[src/rtl/risc_datapath_pkg.sv]
// Shared types for the RISC datapath and its controller: opcodes, the
// 8-cycle instruction phase sequence and the default word widths.
package risc_datapath_pkg;

  localparam int DWIDTH_DEF = 8;
  localparam int AWIDTH_DEF = 5;

  typedef enum logic [2:0] {
    HLT = 3'd0,
    SKZ,
    ADD,
    AND,
    XOR,
    LDA,
    STO,
    JMP
  } opcode_t;

  typedef enum logic [2:0] {
    INST_ADDR = 3'd0,
    INST_FETCH,
    INST_LOAD,
    IDLE,
    OP_ADDR,
    OP_FETCH,
    ALU_OP,
    STORE
  } phase_t;

endpackage

[src/rtl/risc_datapath_if.sv]
// Controller/memory <-> datapath bundle. The master drives strobes and read
// data; the slave (datapath) returns status, opcode and memory controls.
interface risc_datapath_if
  import risc_datapath_pkg::*;
#(
  parameter int DWIDTH = DWIDTH_DEF,
  parameter int AWIDTH = AWIDTH_DEF
) ();

  logic              mem_rd;
  logic              load_ir;
  logic              halt;
  logic              inc_pc;
  logic              load_ac;
  logic              load_pc;
  logic              mem_wr;
  logic [DWIDTH-1:0] mem_rdata;
  opcode_t           opcode;
  logic              zero;
  logic [AWIDTH-1:0] mem_addr;
  logic [DWIDTH-1:0] mem_wdata;
  logic              mem_re;
  logic              mem_we;
  logic              halted;
  logic              proto_err;

  modport master (
    output mem_rd, load_ir, halt, inc_pc, load_ac, load_pc, mem_wr, mem_rdata,
    input  opcode, zero, mem_addr, mem_wdata, mem_re, mem_we, halted, proto_err
  );

  modport slave (
    input  mem_rd, load_ir, halt, inc_pc, load_ac, load_pc, mem_wr, mem_rdata,
    output opcode, zero, mem_addr, mem_wdata, mem_re, mem_we, halted, proto_err
  );

endinterface

[src/rtl/risc_alu.sv]
// Combinational accumulator ALU; opcodes that do not write AC pass AC through.
module risc_alu
  import risc_datapath_pkg::*;
#(
  parameter int DWIDTH = DWIDTH_DEF
) (
  input  opcode_t           i_opcode,
  input  logic [DWIDTH-1:0] i_ac,
  input  logic [DWIDTH-1:0] i_data,
  output logic [DWIDTH-1:0] o_result
);

  always_comb begin
    o_result = i_ac;
    case (i_opcode)
      ADD:     o_result = i_ac + i_data;
      AND:     o_result = i_ac & i_data;
      XOR:     o_result = i_ac ^ i_data;
      LDA:     o_result = i_data;
      default: o_result = i_ac;
    endcase
  end

endmodule

[src/rtl/risc_datapath.sv]
// RISC datapath: PC, IR, AC, ALU and address mux driven by controller strobes.
// Optional strobe/phase protocol checker enabled by DATAPATH_PROTO_CHECK_EN.
module risc_datapath
  import risc_datapath_pkg::*;
#(
  parameter int DWIDTH = DWIDTH_DEF,
  parameter int AWIDTH = AWIDTH_DEF
) (
  input logic            clk,
  input logic            rst_,
  risc_datapath_if.slave bus
);

  logic [AWIDTH-1:0] r_pc;
  logic [DWIDTH-1:0] r_ir;
  logic [DWIDTH-1:0] r_ac;
  phase_t            r_phase;
  logic              r_halted;

  logic [DWIDTH-1:0] w_alu;
  logic [AWIDTH-1:0] w_operand;
  opcode_t           w_opcode;

  assign w_operand = r_ir[AWIDTH-1:0];
  assign w_opcode  = opcode_t'(r_ir[DWIDTH-1:DWIDTH-3]);

  risc_alu #(.DWIDTH(DWIDTH)) u_alu (
    .i_opcode (w_opcode),
    .i_ac     (r_ac),
    .i_data   (bus.mem_rdata),
    .o_result (w_alu)
  );

  // Strobes seen on the cycle halt is first sampled still land; after that, freeze.
  always_ff @(posedge clk or negedge rst_) begin
    if (!rst_) begin
      r_pc     <= '0;
      r_ir     <= '0;
      r_ac     <= '0;
      r_phase  <= INST_ADDR;
      r_halted <= 1'b0;
    end else if (!r_halted) begin
      r_phase <= phase_t'(r_phase + 3'd1);
      if (bus.load_ir) r_ir <= bus.mem_rdata;
      if (bus.load_pc)     r_pc <= w_operand;
      else if (bus.inc_pc) r_pc <= r_pc + 1'b1;
      if (bus.load_ac) r_ac <= w_alu;
      if (bus.halt)    r_halted <= 1'b1;
    end
  end

  assign bus.opcode    = w_opcode;
  assign bus.zero      = (r_ac == '0);
  assign bus.mem_addr  = (r_phase >= OP_ADDR) ? w_operand : r_pc;
  assign bus.mem_wdata = r_ac;
  assign bus.mem_re    = bus.mem_rd & ~r_halted;
  assign bus.mem_we    = bus.mem_wr & ~r_halted;
  assign bus.halted    = r_halted;

`ifdef DATAPATH_PROTO_CHECK_EN
  logic r_proto_err;
  logic w_violation;

  always_comb begin
    w_violation = (bus.load_ir && !(r_phase inside {INST_LOAD, IDLE})) ||
                  (bus.mem_wr  && !(r_phase inside {ALU_OP, STORE}))   ||
                  (bus.load_ac && (r_phase != STORE))                  ||
                  (bus.mem_wr  && bus.mem_rd);
  end

  always_ff @(posedge clk or negedge rst_) begin
    if (!rst_)                         r_proto_err <= 1'b0;
    else if (!r_halted && w_violation) r_proto_err <= 1'b1;
  end

  assign bus.proto_err = r_proto_err;
`else
  assign bus.proto_err = 1'b0;
`endif

endmodule

[src/flat_wrapper.sv]
// flat-port wrapper written by rule: the top's interface ports become plain ports
module risc_datapath_flat import risc_datapath_pkg::*;
#(
  parameter int DWIDTH = DWIDTH_DEF,
  parameter int AWIDTH = AWIDTH_DEF
)
  (clk, rst_, bus_mem_rd, bus_load_ir, bus_halt, bus_inc_pc, bus_load_ac, bus_load_pc, bus_mem_wr, bus_mem_rdata, bus_opcode, bus_zero, bus_mem_addr, bus_mem_wdata, bus_mem_re, bus_mem_we, bus_halted, bus_proto_err);
  risc_datapath_if #(.DWIDTH(DWIDTH), .AWIDTH(AWIDTH)) bus_i ();
  input logic clk;
  input logic rst_;
  input wire logic [$bits(bus_i.mem_rd)-1:0] bus_mem_rd;
  input wire logic [$bits(bus_i.load_ir)-1:0] bus_load_ir;
  input wire logic [$bits(bus_i.halt)-1:0] bus_halt;
  input wire logic [$bits(bus_i.inc_pc)-1:0] bus_inc_pc;
  input wire logic [$bits(bus_i.load_ac)-1:0] bus_load_ac;
  input wire logic [$bits(bus_i.load_pc)-1:0] bus_load_pc;
  input wire logic [$bits(bus_i.mem_wr)-1:0] bus_mem_wr;
  input wire logic [$bits(bus_i.mem_rdata)-1:0] bus_mem_rdata;
  output wire logic [$bits(bus_i.opcode)-1:0] bus_opcode;
  output wire logic [$bits(bus_i.zero)-1:0] bus_zero;
  output wire logic [$bits(bus_i.mem_addr)-1:0] bus_mem_addr;
  output wire logic [$bits(bus_i.mem_wdata)-1:0] bus_mem_wdata;
  output wire logic [$bits(bus_i.mem_re)-1:0] bus_mem_re;
  output wire logic [$bits(bus_i.mem_we)-1:0] bus_mem_we;
  output wire logic [$bits(bus_i.halted)-1:0] bus_halted;
  output wire logic [$bits(bus_i.proto_err)-1:0] bus_proto_err;
  assign bus_i.mem_rd = bus_mem_rd;
  assign bus_i.load_ir = bus_load_ir;
  assign bus_i.halt = bus_halt;
  assign bus_i.inc_pc = bus_inc_pc;
  assign bus_i.load_ac = bus_load_ac;
  assign bus_i.load_pc = bus_load_pc;
  assign bus_i.mem_wr = bus_mem_wr;
  assign bus_i.mem_rdata = bus_mem_rdata;
  assign bus_opcode = bus_i.opcode;
  assign bus_zero = bus_i.zero;
  assign bus_mem_addr = bus_i.mem_addr;
  assign bus_mem_wdata = bus_i.mem_wdata;
  assign bus_mem_re = bus_i.mem_re;
  assign bus_mem_we = bus_i.mem_we;
  assign bus_halted = bus_i.halted;
  assign bus_proto_err = bus_i.proto_err;
  risc_datapath #(.DWIDTH(DWIDTH), .AWIDTH(AWIDTH)) u_core (.clk(clk), .rst_(rst_), .bus(bus_i));
endmodule
[config.mk]
export PLATFORM = sky130hd
export DESIGN_NAME = risc_datapath_flat
export DESIGN_NICKNAME = d
export VERILOG_FILES = /design/src/rtl/risc_datapath_pkg.sv /design/src/rtl/risc_datapath_if.sv /design/src/rtl/risc_alu.sv /design/src/rtl/risc_datapath.sv /design/src/flat_wrapper.sv
export SDC_FILE = /design/constraint.sdc
export NUM_CORES = 1
export LEC_CHECK = 0
export CAP_MARGIN = 0
export CORE_ASPECT_RATIO = 0.75
export CORE_MARGIN = 2
export CORE_UTILIZATION = 65
export DETAILED_ROUTE_END_ITERATION = 10
export DONT_BUFFER_PORTS = 1
export GPL_ROUTABILITY_DRIVEN = 0
export PLACE_DENSITY = 0.8
export SLEW_MARGIN = 20
export SYNTH_ARGS = -nofsm -noshare
export SYNTH_HDL_FRONTEND = slang
export SYNTH_SLANG_ARGS = --single-unit
[constraint.sdc]
create_clock -name clk -period 3.7 [get_ports clk]
set_input_delay 0.37 -clock clk [delete_from_list [all_inputs] [get_ports clk]]
set_output_delay 0.37 -clock clk [all_outputs]
set_load 0.1 [all_outputs]
==> summary by stage, run 1 <==
STA
The setup-violating endpoint count in the final report is 0. The relative max-transition margin is between 30% and 40%. The time the final worst path needs with I/O delays and setup is 2590 ps.

The accumulated negative setup slack is 0 ps. Clock skew on the completed layout was measured at 10.0 ps. Setup repair after global routing left no endpoint under its margin. The number of hold-slack violations in the final timing report is 0. The number of pins exceeding their max-slew limit in the final report is 0. The ratio of final minimum period to clock period is 70.1%. The transition at the pin with the smallest max-transition slack is approximately 1000 ps. The maximum operating frequency is 386 MHz.

Clocking
For the worst-skew pair, the clock arrives at the later sink with an insertion delay of 330 ps. Buffers inserted during clock tree synthesis total 3. The post-CTS setup buffer count is 0. The clock sink count is 25. The longest clock path from root to sink contains 2 buffers.

The CTS tree is built. CTS built an H-tree with a depth of 1. The clock transition at the register clock pins on the worst setup and hold paths after CTS is roughly 130 ps. The number of gates resized after CTS was 0. The root buffer selected by CTS is sky130_fd_sc_hd__clkbuf_4.

Critical path
Among all stages on the critical path, the largest delay is contributed by sky130_fd_sc_hd__dfrtp_1. The start-to-end type of the worst setup path is register to output port. The largest fanout on the critical path is 4. The required time reported for the critical path endpoint is 3330 ps. Data arrives at the worst endpoint at 2220 ps.

The number of cells on the worst reg-to-reg path is 7. In this run the register-to-register setup slack is approximately 1100 ps. The worst setup path is launched from a register. The peak per-stage delay on the critical path is between 700 and 800 ps. The most critical setup path has its endpoint at bus_zero. The critical path capture point type is an output port. The worst register-to-register path begins at u_core.bus.mem_wdata[1]. The critical path goes through or4_1, nor2_2, buf_4.

In this run the critical register-to-register path is captured at u_core.bus.mem_wdata[4]. The critical path starts at u_core.bus.mem_wdata[5].

Power
The analysis attributes to cell leakage a power of 0.788 nW. The peak supply drop is 248 uV. The internal power component is approximately 0.00046 W. The switching power summed over all nets is 0.000415 W.

The sequential group share of total power is 49.2%. The switching power as a share of total power is 47.4%. Combinational logic is responsible for 36.3% of the overall power. The clock share of power is 14.5%.

The total power per unit cell area is 476 mW/mm^2.

Finish
The layout has 211 filler cells. The relative area change from synthesis to final layout is 5.91%. The area taken by multi-input logic gates is 0.00104 sq mm. The number of antenna diodes in the final layout is 0. The total number of nets in the final design is 210. Of the cells placed in the final design, the portion with a size suffix greater than 1 is 20.4%.

The end-of-flow core utilization is a little under three quarters. Across the whole layout, storage elements account for between 600 and 700 sq um.

Synth
Counting every instance in the synthesized netlist gives ~180. Summing the sequential cell areas from Yosys gives a little over a third of the chip area. The post-synthesis cell type count is 40. Each instance of the synthesized netlist takes up on average 9.70 sq um. The synthesized design contains 0 enable-type register cells. In the synthesized netlist the dominant register cell turns out to be sky130_fd_sc_hd__dfrtp_1.

After synthesis the netlist holds a flip-flop and latch count of 25. The post-synth net total is 207. The combined area of all synthesized cells is 0.00174 sq mm.

Of all flip-flops after synthesis, the portion carrying an async set or reset was 100%. For this run, the number of Yosys warnings is 0.

Drt
The total wirelength of the detailed-routed design is 3.70 mm. The first routing iteration left 87 violations. After detailed routing, the number of vias per cell comes to roughly 6.3. The first-pass iteration count of the detailed router is 6. The detail-routed net length per standard cell is 17.0 microns. The via count is 1363. The post-route DRC violation count is 0. The number of nets still failing antenna checks after routing is 0.

Floorplanning
The core area is 0.00258 sq mm. For this design the top-level I/O count stands at 38. The initial core utilization is 67.2%. The die covers 0.00310 sq mm.

The floorplan has 16 rows. From left edge to right edge, the die measures 63.7 microns. The die span in y is about 50 microns.

Job
Max-cap violations in this run came to 0.

Global route
The initial antenna violation count is 0. The first global-routing pass estimated 6.19 mm of wire. The via count of the first global-routing pass is approximately 1300.

Entering global routing, the biggest net connects 26 pins. Across every metal layer, demand over resource in global routing totals about a quarter. Global routing finished with a remaining overflow of 0.

Placement
The count of buffers added on input and output ports is 0. The post-DP HPWL is about 2.7 mm.

Worst hold path
The min-delay analysis places its worst path in the category primary input to register.

Status
The run finished with clean final reports.
-- flip-flops by register name (all words and copies together), names as in the netlist --
| signal | cells |
|---|---|
| u_core.bus.halted | 1 |
| u_core.bus.mem_wdata | 8 |
| u_core.r_ir | 8 |
| u_core.r_pc | 5 |
| u_core.r_phase | 3 |
-- area by class of cell --
| class | count | area share [%] |
|---|---|---|
| sequential | 25 | 34.0 |
| inverter | 4 | 0.817 |
| timing repair buffer | 10 | 4.90 |
| multi-input combinational | 138 | 56.4 |
| tap | 36 | 2.45 |
| clock buffer | 4 | 1.43 |
-- cells in the mapped netlist, types with 3 or more instances --
cell	n	area share, %
sky130_fd_sc_hd__dfrtp_1	25	36
sky130_fd_sc_hd__mux2_2	17	11
sky130_fd_sc_hd__o21ai_0	16	4.6
sky130_fd_sc_hd__nor2_1	13	2.8
sky130_fd_sc_hd__a21oi_1	12	3.5
sky130_fd_sc_hd__ha_1	10	7.2
sky130_fd_sc_hd__mux2i_1	8	4.6
sky130_fd_sc_hd__nand2_1	8	1.7
sky130_fd_sc_hd__nor2b_1	6	2.2
sky130_fd_sc_hd__buf_4	5	2.2
sky130_fd_sc_hd__clkbuf_1	5	1.1
sky130_fd_sc_hd__xnor2_1	5	2.5
sky130_fd_sc_hd__a221oi_1	4	2.0
sky130_fd_sc_hd__inv_1	4	0.86
sky130_fd_sc_hd__a21o_1	3	1.3
sky130_fd_sc_hd__and3b_1	3	1.5
sky130_fd_sc_hd__nand3_1	3	0.86
sky130_fd_sc_hd__nand3b_1	3	1.3
sky130_fd_sc_hd__nor3_1	3	0.86
sky130_fd_sc_hd__or2_2	3	1.1
-- worst min path at each step --
stage	start	slack, ps	depth (start not counted)	endpoint
after detailed placement	rst_	80	0	u_core.r_ir[7]
final	bus_halt	140	1	u_core.bus.halted
after CTS	bus_load_pc	140	1	u_core.r_pc[4]
after floorplan	rst_	70	0	u_core.bus.halted
after global routing	bus_halt	140	1	u_core.bus.halted
after global placement	rst_	80	0	u_core.r_ir[6]
-- per-layer routing --
metal / up-vias / GRT usage (%) / wire, microns
met5: - / 0 / 0
met4: 0 / 3.26 / 21
met3: 4 / 8.60 / 291
met2: 45 / 40.2 / 1620
met1: 661 / 35.1 / 1760
li1: 653 / - / -
-- metrics by stage --
step | hold slack (ps) | std cells | power [W] | setup WS (ps) | cell area (sq um)
finish | 141 | 217 | 0.000875 | 1110 | 1840
global route | 137 | 217 | 0.000915 | 984 | 1840
CTS | 141 | 217 | 0.000874 | 1100 | 1840
detailed placement | 75.3 | 211 | 0.000742 | 1170 | 1780
global placement | 75.0 | 211 | 0.000729 | 1210 | 1780
floorplan | 74.4 | 179 | 0.000695 | 676 | 1740
-- what timing repair did --
item | CTS | global route
hold endpoints to repair | 25 | 0
setup endpoints to repair | 0 | 0
hold buffers | 2 | 0
-- kinds of logic after synthesis --
logic type | after synthesis | synth area share, %
mux | 25 | 15.6
flops | 25 | 36.0
other cells | 1 | 0.216
compound gates | 46 | 16.4
simple gates | 50 | 16.2
xor+xnor | 5 | 2.52
buf+inv | 16 | 4.69
fa+ha+maj | 11 | 8.36
-- worst max-delay path, delay by kind of cell, from the launching register on --
family                 cells  cell delay, ps
AND/OR/NAND/NOR            2             820
flip-flops                 1             790
buffers and inverters      1             290
-- power groups by stage --
stage               sequential (W)  combinational (W)  clock [W]
floorplan                 0.000440           0.000255          0
global placement          0.000433           0.000296          0
detailed placement        0.000436           0.000306          0
CTS                       0.000430           0.000317   0.000127
global route              0.000435           0.000344   0.000136
finish                    0.000431           0.000318   0.000127
-- placed cells by master, fill, tap and decap left out, drive strengths merged, types with 2 or more instances in the layout --
| cell | count |
|---|---|
| or2 | 3 |
| nor2b | 6 |
| buf | 9 |
| a21oi | 12 |
| nor3 | 3 |
| nor2 | 14 |
| and3b | 3 |
| clkbuf | 4 |
| xnor2 | 5 |
| mux2i | 8 |
| a21o | 3 |
| dfrtp | 25 |
| ha | 10 |
| inv | 4 |
| nand3 | 3 |
| or4 | 2 |
| o21ai | 16 |
| nand2 | 8 |
| a221oi | 4 |
| nand4 | 2 |
| nand3b | 3 |
| mux2 | 17 |
No activity file was read; power rests on OpenSTA's default activity.
==> run 2, diff against run 1 <==
Settings changed: CORE_UTILIZATION 65 to 63, PLACE_DENSITY 0.8 to 0.78.
Clock period 3.7 ns to 2.6 ns, I/O delays scaled along.
==> run 2 against run 1 <==
Net effect: via count rose by 4.4%; register-to-register slack lost 570 ps; clock skew down 1.8 ps; critical path type unchanged; highest routed layer unchanged; final area grew 4.3%; largest power group is now combinational logic.
==> summary by stage, run 2 (same netlist as run 1, synthesis figures left out) <==
STA
The final-layout worst hold slack is 97.4 ps (was 141 ps). Counting I/O delays and the setup requirement, the final critical path takes around 2200 ps. Based on the critical path, the design can be clocked at up to 464 MHz. The relative max-transition margin was 49.8% (was 33.5%). The worst-case clock skew came to 8.19 ps (was 10.0 ps).

The post-route worst setup slack is 446 ps (was 1110 ps). The transition at the pin with the smallest max-transition slack was 752 ps (was 998 ps). The number of hold-slack violations in the final timing report was 0 (unchanged).

The number of pins exceeding their max-slew limit in the final report is 0 (unchanged). The setup-violating endpoint count in the final report is 0 (unchanged). The accumulated negative setup slack is 0 ps (unchanged).

Of the available clock period, the critical path in the final layout requires 82.8%. Unrepaired setup endpoints after global routing: false (unchanged).

Critical path
The number of cells on the worst reg-to-reg path is 8 (was 7). The endpoint of the most critical register-to-register path is u_core.bus.mem_wdata[4] (unchanged). The start-to-end type of the worst setup path was register to output port (unchanged).

The data arrival at the endpoint of the critical path is 1890 ps (was 2220 ps). The kind of start point of the critical path is a register (unchanged). The reg2reg setup slack was 560 ps (was 1130 ps). The largest fanout on the critical path is 3 (was 4). The critical path capture point type is an output port (unchanged). The worst reg2reg path startpoint was u_core.bus.mem_wdata[0] (was u_core.bus.mem_wdata[1]). The required time reported for the critical path endpoint is 2340 ps (was 3330 ps).

Worst hold path
The endpoint of the worst hold path is u_core.bus.halted (unchanged). The cell depth of the worst min-delay path is 1 (unchanged). The startpoint of the lowest-slack hold path was bus_halt (unchanged).

The type of the worst min-delay path is primary input to register (unchanged).

Finish
The layout filler cell count is 202 (was 211). The area of all sequential standard cells is 626 sq um (unchanged). The commonest non-fill, non-tap cell in the layout was sky130_fd_sc_hd__dfrtp_1 (unchanged). The end-of-flow core utilization came to 73.1% (was 71.2%). The antenna diode instance count is 0 (unchanged).

The total number of nets in the final design is 218 (was 210). The area taken by multi-input logic gates is 0.00104 sq mm (unchanged). Leading cell types in the layout, fill and taps excluded: sky130_fd_sc_hd__dfrtp_1, sky130_fd_sc_hd__mux2_2, sky130_fd_sc_hd__o21ai_0, sky130_fd_sc_hd__buf_4 (was sky130_fd_sc_hd__dfrtp_1, sky130_fd_sc_hd__mux2_2, sky130_fd_sc_hd__o21ai_0). The area of all placed cells without fillers is 0.00192 sq mm (was 0.00184 sq mm). The fraction of layout cells with a size suffix above 1 came to 23.8% (was 20.4%). The relative area change from synthesis to final layout came to 10.5% (was 5.91%).

Power
The proportion of power drawn by combinational gates is 46.1% (was 36.3%). The clock share of power was 17.1% (was 14.5%). The switching power as a share of total power is 45.0% (was 47.4%). The total power per unit cell area is 693 mW/mm^2 (was 476 mW/mm^2). The switching power summed over all nets was 0.000598 W (was 0.000415 W). The internal power component is 0.000731 W (was 0.000460 W). The leakage power of the design is 0.836 nW (was 0.788 nW).

The peak supply drop is 367 uV (was 248 uV). The sequential group share of total power came to 36.7% (was 49.2%).

Floorplanning
The top-level port count is 38 (unchanged). The die span in y is 49.5 microns (was 48.8 microns). The number of rows created at floorplan was 16 (unchanged).

The horizontal die dimension is 64.6 microns (was 63.7 microns). The core area is 0.00262 sq mm (was 0.00258 sq mm). The initial core utilization is 66.2% (was 67.2%). The die area was 0.00319 sq mm (was 0.00310 sq mm).

Clocking
The depth of the CTS H-tree came to 1 (unchanged). The worst-case clock buffer depth is 2 (unchanged). The post-cts sizing count is 0 (unchanged).

The clock transition at the register clock pins on the worst setup and hold paths after CTS is 80 ps (was 130 ps). The root buffer selected by CTS was sky130_fd_sc_hd__clkbuf_8 (was sky130_fd_sc_hd__clkbuf_4). The clock network latency to the later pin of the worst-skew pair is 270 ps (was 330 ps). The CTS tree is built (unchanged). The number of buffers created by CTS is 3 (unchanged). The clock sink count came to 25 (unchanged). The number of hold-repair buffers added at the cts stage was 2 (unchanged). The post-CTS setup buffer count is 0 (unchanged).

Placement
The count of input and output buffers is 0 (unchanged). The post-DP HPWL was 2.94 mm (was 2.69 mm). The minimum setup slack after placement came to 612 ps (was 1170 ps). The cell area reported after detailed placement is 0.00184 sq mm (was 0.00178 sq mm).

Drt
The post-detailed-route via-to-cell ratio is 6.32 (was 6.28). The detail-routed net length per standard cell is 17.3 microns (was 17.0 microns). The via count was 1423 (was 1363).

The total wirelength of the detailed-routed design is 3.89 mm (was 3.70 mm). The count of routing violations after the opening detailed-route iteration is 148 (was 87). The post-route DRC violation count is 0 (unchanged). The number of nets still failing antenna checks after routing came to 0 (unchanged). The first-pass iteration count of the detailed router is 4 (was 6).

Global route
The via count of the first global-routing pass is 1388 (was 1290). The pin count of the biggest net entering global routing is 26 (unchanged). The total overflow reported by the global router was 0 (unchanged). The overall routing resource usage is 27.4% (was 25.4%). The initial antenna violation count is 0 (unchanged). The wire length of the first global-routing pass is 6.72 mm (was 6.19 mm).

Status
Run status: finished clean (unchanged).

Job
The max-capacitance violation count is 0 (unchanged).
[run 2: cell types whose count changed in the layout (fill, tap and decap cells not counted)]
cell / delta
sky130_fd_sc_hd__buf_4: +8
sky130_fd_sc_hd__clkbuf_4: -3
sky130_fd_sc_hd__clkbuf_8: +3
[run 2: critical path, cell delays in order (launching register included)]
cell                      delay (ps)
sky130_fd_sc_hd__dfrtp_1         390
sky130_fd_sc_hd__buf_4           240
sky130_fd_sc_hd__or4_1           570
sky130_fd_sc_hd__nor2_2          130
sky130_fd_sc_hd__buf_4           290
[run 2: layout make-up]
| type | instances | share of cell area, % |
|---|---|---|
| multi-input combinational | 138 | 54.0 |
| tap | 36 | 2.35 |
| inverter | 4 | 0.783 |
| timing repair buffer | 18 | 7.83 |
| sequential | 25 | 32.6 |
| clock buffer | 4 | 2.35 |
[run 2: power groups by stage]
stage / clock network (W) / registers [W] / logic (W)
6_report: 0.000228 / 0.000488 / 0.000613
5_1_grt: 0.000246 / 0.000496 / 0.000652
4_1_cts: 0.000230 / 0.000487 / 0.000611
3_5_place_dp: 0 / 0.000495 / 0.000593
3_3_place_gp: 0 / 0.000491 / 0.000579
2_1_floorplan: 0 / 0.000626 / 0.000365
[run 2: stage by stage]
step                      power (W)  std cells
after global placement      0.00107        219
final                       0.00133        225
after detailed placement    0.00109        219
after floorplan            0.000990        179
after global routing        0.00139        225
after CTS                   0.00133        225
[run 2: worst max-delay path by stage]
| stage | from | to | slack [ps] | cells after the start |
|---|---|---|---|---|
| after floorplan | u_core.bus.mem_wdata[0] | u_core.bus.mem_wdata[4] | 110 | 8 |
| after global placement | u_core.bus.mem_wdata[1] | u_core.bus.mem_wdata[7] | 670 | 6 |
| after detailed placement | u_core.bus.mem_wdata[0] | u_core.bus.mem_wdata[4] | 610 | 8 |
| after CTS | u_core.bus.mem_wdata[4] | bus_zero | 450 | 4 |
| after global routing | u_core.bus.mem_wdata[4] | bus_zero | 400 | 4 |
| final | u_core.bus.mem_wdata[4] | bus_zero | 450 | 4 |
[run 2: layer usage]
layer,up-vias,wire (microns),GRT usage [%]
met5,-,0,0
met4,0,40,5.67
met3,9,405,7.76
met2,70,1820,43.8
met1,677,1630,37.5
li1,667,-,-
==> run 3, diff against run 2 <==
Settings changed: ABC_AREA set to 1, CORE_UTILIZATION 63 to 57, PLACE_DENSITY 0.78 to 0.74.
Clock period 2.6 ns to 1.76 ns, I/O delays scaled along.
==> run 3 against run 2 <==
Net effect: synthesized area up 2.7%; sequential cell count unchanged; combinational power up 43%; die area up 12%; via count up 14%; cell count up 33%; core utilization down 0.60 points; routed wire length up 7.7%.
==> summary by stage, run 3 <==
Worst hold path
The type of the worst min-delay path is primary input to register (unchanged). The cell depth of the worst min-delay path is 1 (unchanged).

Floorplanning
The initial core utilization is 60.3% (was 66.2%). The die span in y is 52.4 microns (was 49.5 microns). The horizontal die dimension is 68.6 microns (was 64.6 microns). The top-level port count came to 38 (unchanged). The die area came to 0.00359 sq mm (was 0.00319 sq mm). The number of rows created at floorplan came to 17 (was 16).

The core area is 0.00296 sq mm (was 0.00262 sq mm).

Clocking
The depth of the CTS H-tree is 1 (unchanged). The post-CTS setup buffer count is 0 (unchanged). The clock transition at the register clock pins on the worst setup and hold paths after CTS was 80 ps (about the same). The worst-case clock buffer depth is 2 (unchanged).

The clock network latency to the later pin of the worst-skew pair is 260 ps (was 270 ps). The number of buffers created by CTS was 3 (unchanged). The root buffer selected by CTS is sky130_fd_sc_hd__clkbuf_8 (unchanged). The clock sink count is 25 (unchanged). The CTS tree is built (unchanged).

Critical path
The largest fanout on the critical path is 3 (unchanged). The number of cells on the worst reg-to-reg path is 11 (was 8). The data arrival at the endpoint of the critical path is 1480 ps (was 1890 ps). The required time reported for the critical path endpoint was 1580 ps (was 2340 ps).

The critical path capture point type is an output port (unchanged). The kind of start point of the critical path is a register (unchanged). The start-to-end type of the worst setup path is register to output port (unchanged).

STA
The worst-case clock skew is 3.10 ps (was 8.19 ps). Unrepaired setup endpoints after global routing: false (unchanged). The routed design could run at a clock period as short as between 1500 and 2000 ps. The maximum operating frequency is 602 MHz. The number of pins exceeding their max-slew limit in the final report is 0 (unchanged).

The setup-violating endpoint count in the final report is 0 (unchanged). The ratio of final minimum period to clock period is 94.4%. The accumulated negative setup slack is 0 ps (unchanged).

The number of hold-slack violations in the final timing report came to 0 (unchanged).

Finish
Leading cell types in the layout, fill and taps excluded: sky130_fd_sc_hd__nand2_1, sky130_fd_sc_hd__inv_1, sky130_fd_sc_hd__nor2_1 (was sky130_fd_sc_hd__dfrtp_1, sky130_fd_sc_hd__mux2_2, sky130_fd_sc_hd__o21ai_0, sky130_fd_sc_hd__buf_4). The antenna diode instance count was 0 (unchanged). The total number of nets in the final design is 291 (was 218). The layout filler cell count is 254 (was 202).

The commonest non-fill, non-tap cell in the layout is sky130_fd_sc_hd__nand2_1 (was sky130_fd_sc_hd__dfrtp_1). The relative area change from synthesis to final layout is 20.3% (was 10.5%). The fraction of layout cells with a size suffix above 1 is 27.1% (was 23.8%). The area of all placed cells without fillers is 0.00214 sq mm (was 0.00192 sq mm).

The end-of-flow core utilization came to 72.5% (was 73.1%).

Drt
The number of nets still failing antenna checks after routing is 0 (unchanged). The count of routing violations after the opening detailed-route iteration came to 66 (was 148). The detail-routed net length per standard cell is 14.0 microns (was 17.3 microns).

The total wirelength of the detailed-routed design is 4.19 mm (was 3.89 mm). The via count is 1628 (was 1423). The post-route DRC violation count was 0 (unchanged).

The post-detailed-route via-to-cell ratio was 5.43 (was 6.32). The first-pass iteration count of the detailed router was 4 (unchanged).

Global route
The total overflow reported by the global router is 0 (unchanged). The wire length of the first global-routing pass is 6.86 mm (was 6.72 mm). The via count of the first global-routing pass is 1528 (was 1388). The initial antenna violation count is 0 (unchanged). The pin count of the biggest net entering global routing came to 26 (unchanged).

The overall routing resource usage is 26.2% (was 27.4%).

Synth
The top cell type by total area after synthesis was sky130_fd_sc_hd__dfrtp_1 (unchanged). The yosys synthesis warning count is 0 (unchanged). The combined area of all synthesized cells is 0.00178 sq mm (was 0.00174 sq mm). The most common cell in the synthesized netlist is sky130_fd_sc_hd__nand2_1 (was sky130_fd_sc_hd__dfrtp_1). Area contributors post-synth: sky130_fd_sc_hd__dfrtp_1, sky130_fd_sc_hd__nand2_1, sky130_fd_sc_hd__ha_1 (was sky130_fd_sc_hd__dfrtp_1, sky130_fd_sc_hd__mux2_2, sky130_fd_sc_hd__ha_1).

The share of flip-flops with an asynchronous set or reset after synthesis is 100% (unchanged). The number of instances in the synthesized netlist is 242 (was 179). The part of the Yosys area used for sequential elements was 35.1% (was 36.0%).

Synth cell count leaders: sky130_fd_sc_hd__nand2_1, sky130_fd_sc_hd__inv_1, sky130_fd_sc_hd__dfrtp_1 (was sky130_fd_sc_hd__dfrtp_1, sky130_fd_sc_hd__mux2_2, sky130_fd_sc_hd__o21ai_0). The average instance area after synthesis is 7.36 sq um (was 9.70 sq um). The post-synthesis cell type count is 39 (was 40). The number of enable-type register cells in the synthesized netlist came to 0 (unchanged).

The primary flip-flop cell chosen by synthesis mapping is sky130_fd_sc_hd__dfrtp_1 (unchanged). The post-synth net total is 270 (was 207). The area share of the largest cell type after synthesis is 35.1% (was 36.0%).

The number of storage elements in the synthesis netlist was 25 (unchanged).

Power
The proportion of power drawn by combinational gates was 45.7% (was 46.1%). The leakage power of the design is 1.06 nW (was 0.836 nW). The clock share of power is 17.6% (was 17.1%). The switching power as a share of total power came to 46.0% (was 45.0%). The peak supply drop is 547 uV (was 367 uV). The total power is 0.00191 W (was 0.00133 W). The sequential group share of total power came to 36.7% (about the same). The internal power component was 0.00103 W (was 0.000731 W). The switching power summed over all nets is 0.000881 W (was 0.000598 W). The total power per unit cell area is 893 mW/mm^2 (was 693 mW/mm^2).

Placement
The count of input and output buffers is 0 (unchanged). The cell area reported after detailed placement is 0.00205 sq mm (was 0.00184 sq mm). The post-DP HPWL is 3.30 mm (was 2.94 mm).

Job
The max-capacitance violation count was 0 (unchanged).

Status
Run status: finished clean (unchanged).
==> run 3: cell types whose count changed after synthesis, sizes merged, moves of 6 or more <==
cell   before  now
nand3       3   15
nor2b       6    0
nor2       14   25
mux2i       8    0
nand2       8   59
inv         4   38
o21ai      16   22
mux2       17    2
==> run 3: area by class of cell <==
| type | instances | area [sq um] | share of cell area, % |
|---|---|---|---|
| Tap cell | 38 | 47.5 | 2.22 |
| Clock buffer | 4 | 45.0 | 2.10 |
| Timing Repair Buffer | 24 | 233 | 10.9 |
| Inverter | 38 | 145 | 6.77 |
| Multi-Input combinational cell | 171 | 1030 | 48.2 |
| Sequential cell | 25 | 641 | 29.9 |
==> run 3: cells by family (layout without fill, tap and decap cells) <==
family	count (synthesis)	in the layout	share of synthesized area, %
AND/OR/NAND/NOR	107	107	26.8
buffers and inverters	46	66	11.2
AO/OA/AOI/OAI	45	45	14.9
flip-flops	25	25	35.1
adder cells (fa/ha/maj)	11	11	8.15
XOR/XNOR	5	5	2.46
multiplexers	2	2	1.26
other	1	1	0.210
==> run 3: final timing paths <==
path / startpoint / endpoint / slack [ps]
min reg2reg: u_core.r_phase[0] / u_core.r_phase[0] / 490
max reg2reg: u_core.bus.mem_wdata[0] / u_core.bus.mem_wdata[6] / 140
min in group asynchronous: rst_ / u_core.bus.mem_wdata[1] / 340
max in group asynchronous: rst_ / u_core.bus.mem_wdata[0] / 1260
max: u_core.bus.mem_wdata[5] / bus_zero / 100
min: bus_halt / u_core.bus.halted / 20
==> run 3: critical path, stage by stage, from the launching register on <==
cell and delay [ps]:
sky130_fd_sc_hd__dfrtp_2 440, sky130_fd_sc_hd__nor4_4 290, sky130_fd_sc_hd__nand2_1 130, sky130_fd_sc_hd__nor3_4 160
sky130_fd_sc_hd__buf_12 200
==> run 3: power by group through the flow <==
stage	Sequential (W)	Clock [W]	Combinational (W)
after global placement	0.000706	0	0.000835
after detailed placement	0.000707	0	0.000846
after floorplan	0.000859	0	0.000535
after CTS	0.000702	0.000347	0.000873
final	0.000703	0.000336	0.000875
after global routing	0.000713	0.000364	0.000940
==> run 3: what timing repair did <==
| item | CTS | global route |
|---|---|---|
| hold buffers | 2 | 0 |
| endpoints found under the hold margin | 25 | 0 |
| endpoints found under the setup margin | 1 | 2 |
| gates resized for setup | 2 | 0 |
| pin swaps | 0 | 3 |
==> run 3: metrics by stage <==
stage	cells	hold slack, ps	worst slack [ps]
4_1_cts	300	18.1	19.0
5_1_grt	300	9.13	0.811
2_1_floorplan	242	-120	-354
6_report	300	18.0	99.4
3_5_place_dp	294	-119	177
3_3_place_gp	294	-119	183
==> run 3: routing by layer <==
layer	GRT usage [%]	share of wire, %	wire length [microns]	up-vias
li1	-	-	-	813
met1	38.2	48	2000	758
met2	38.8	44	1830	55
met3	7.53	8.2	345	2
met4	5.00	0.45	19	0
met5	0	0	0	-
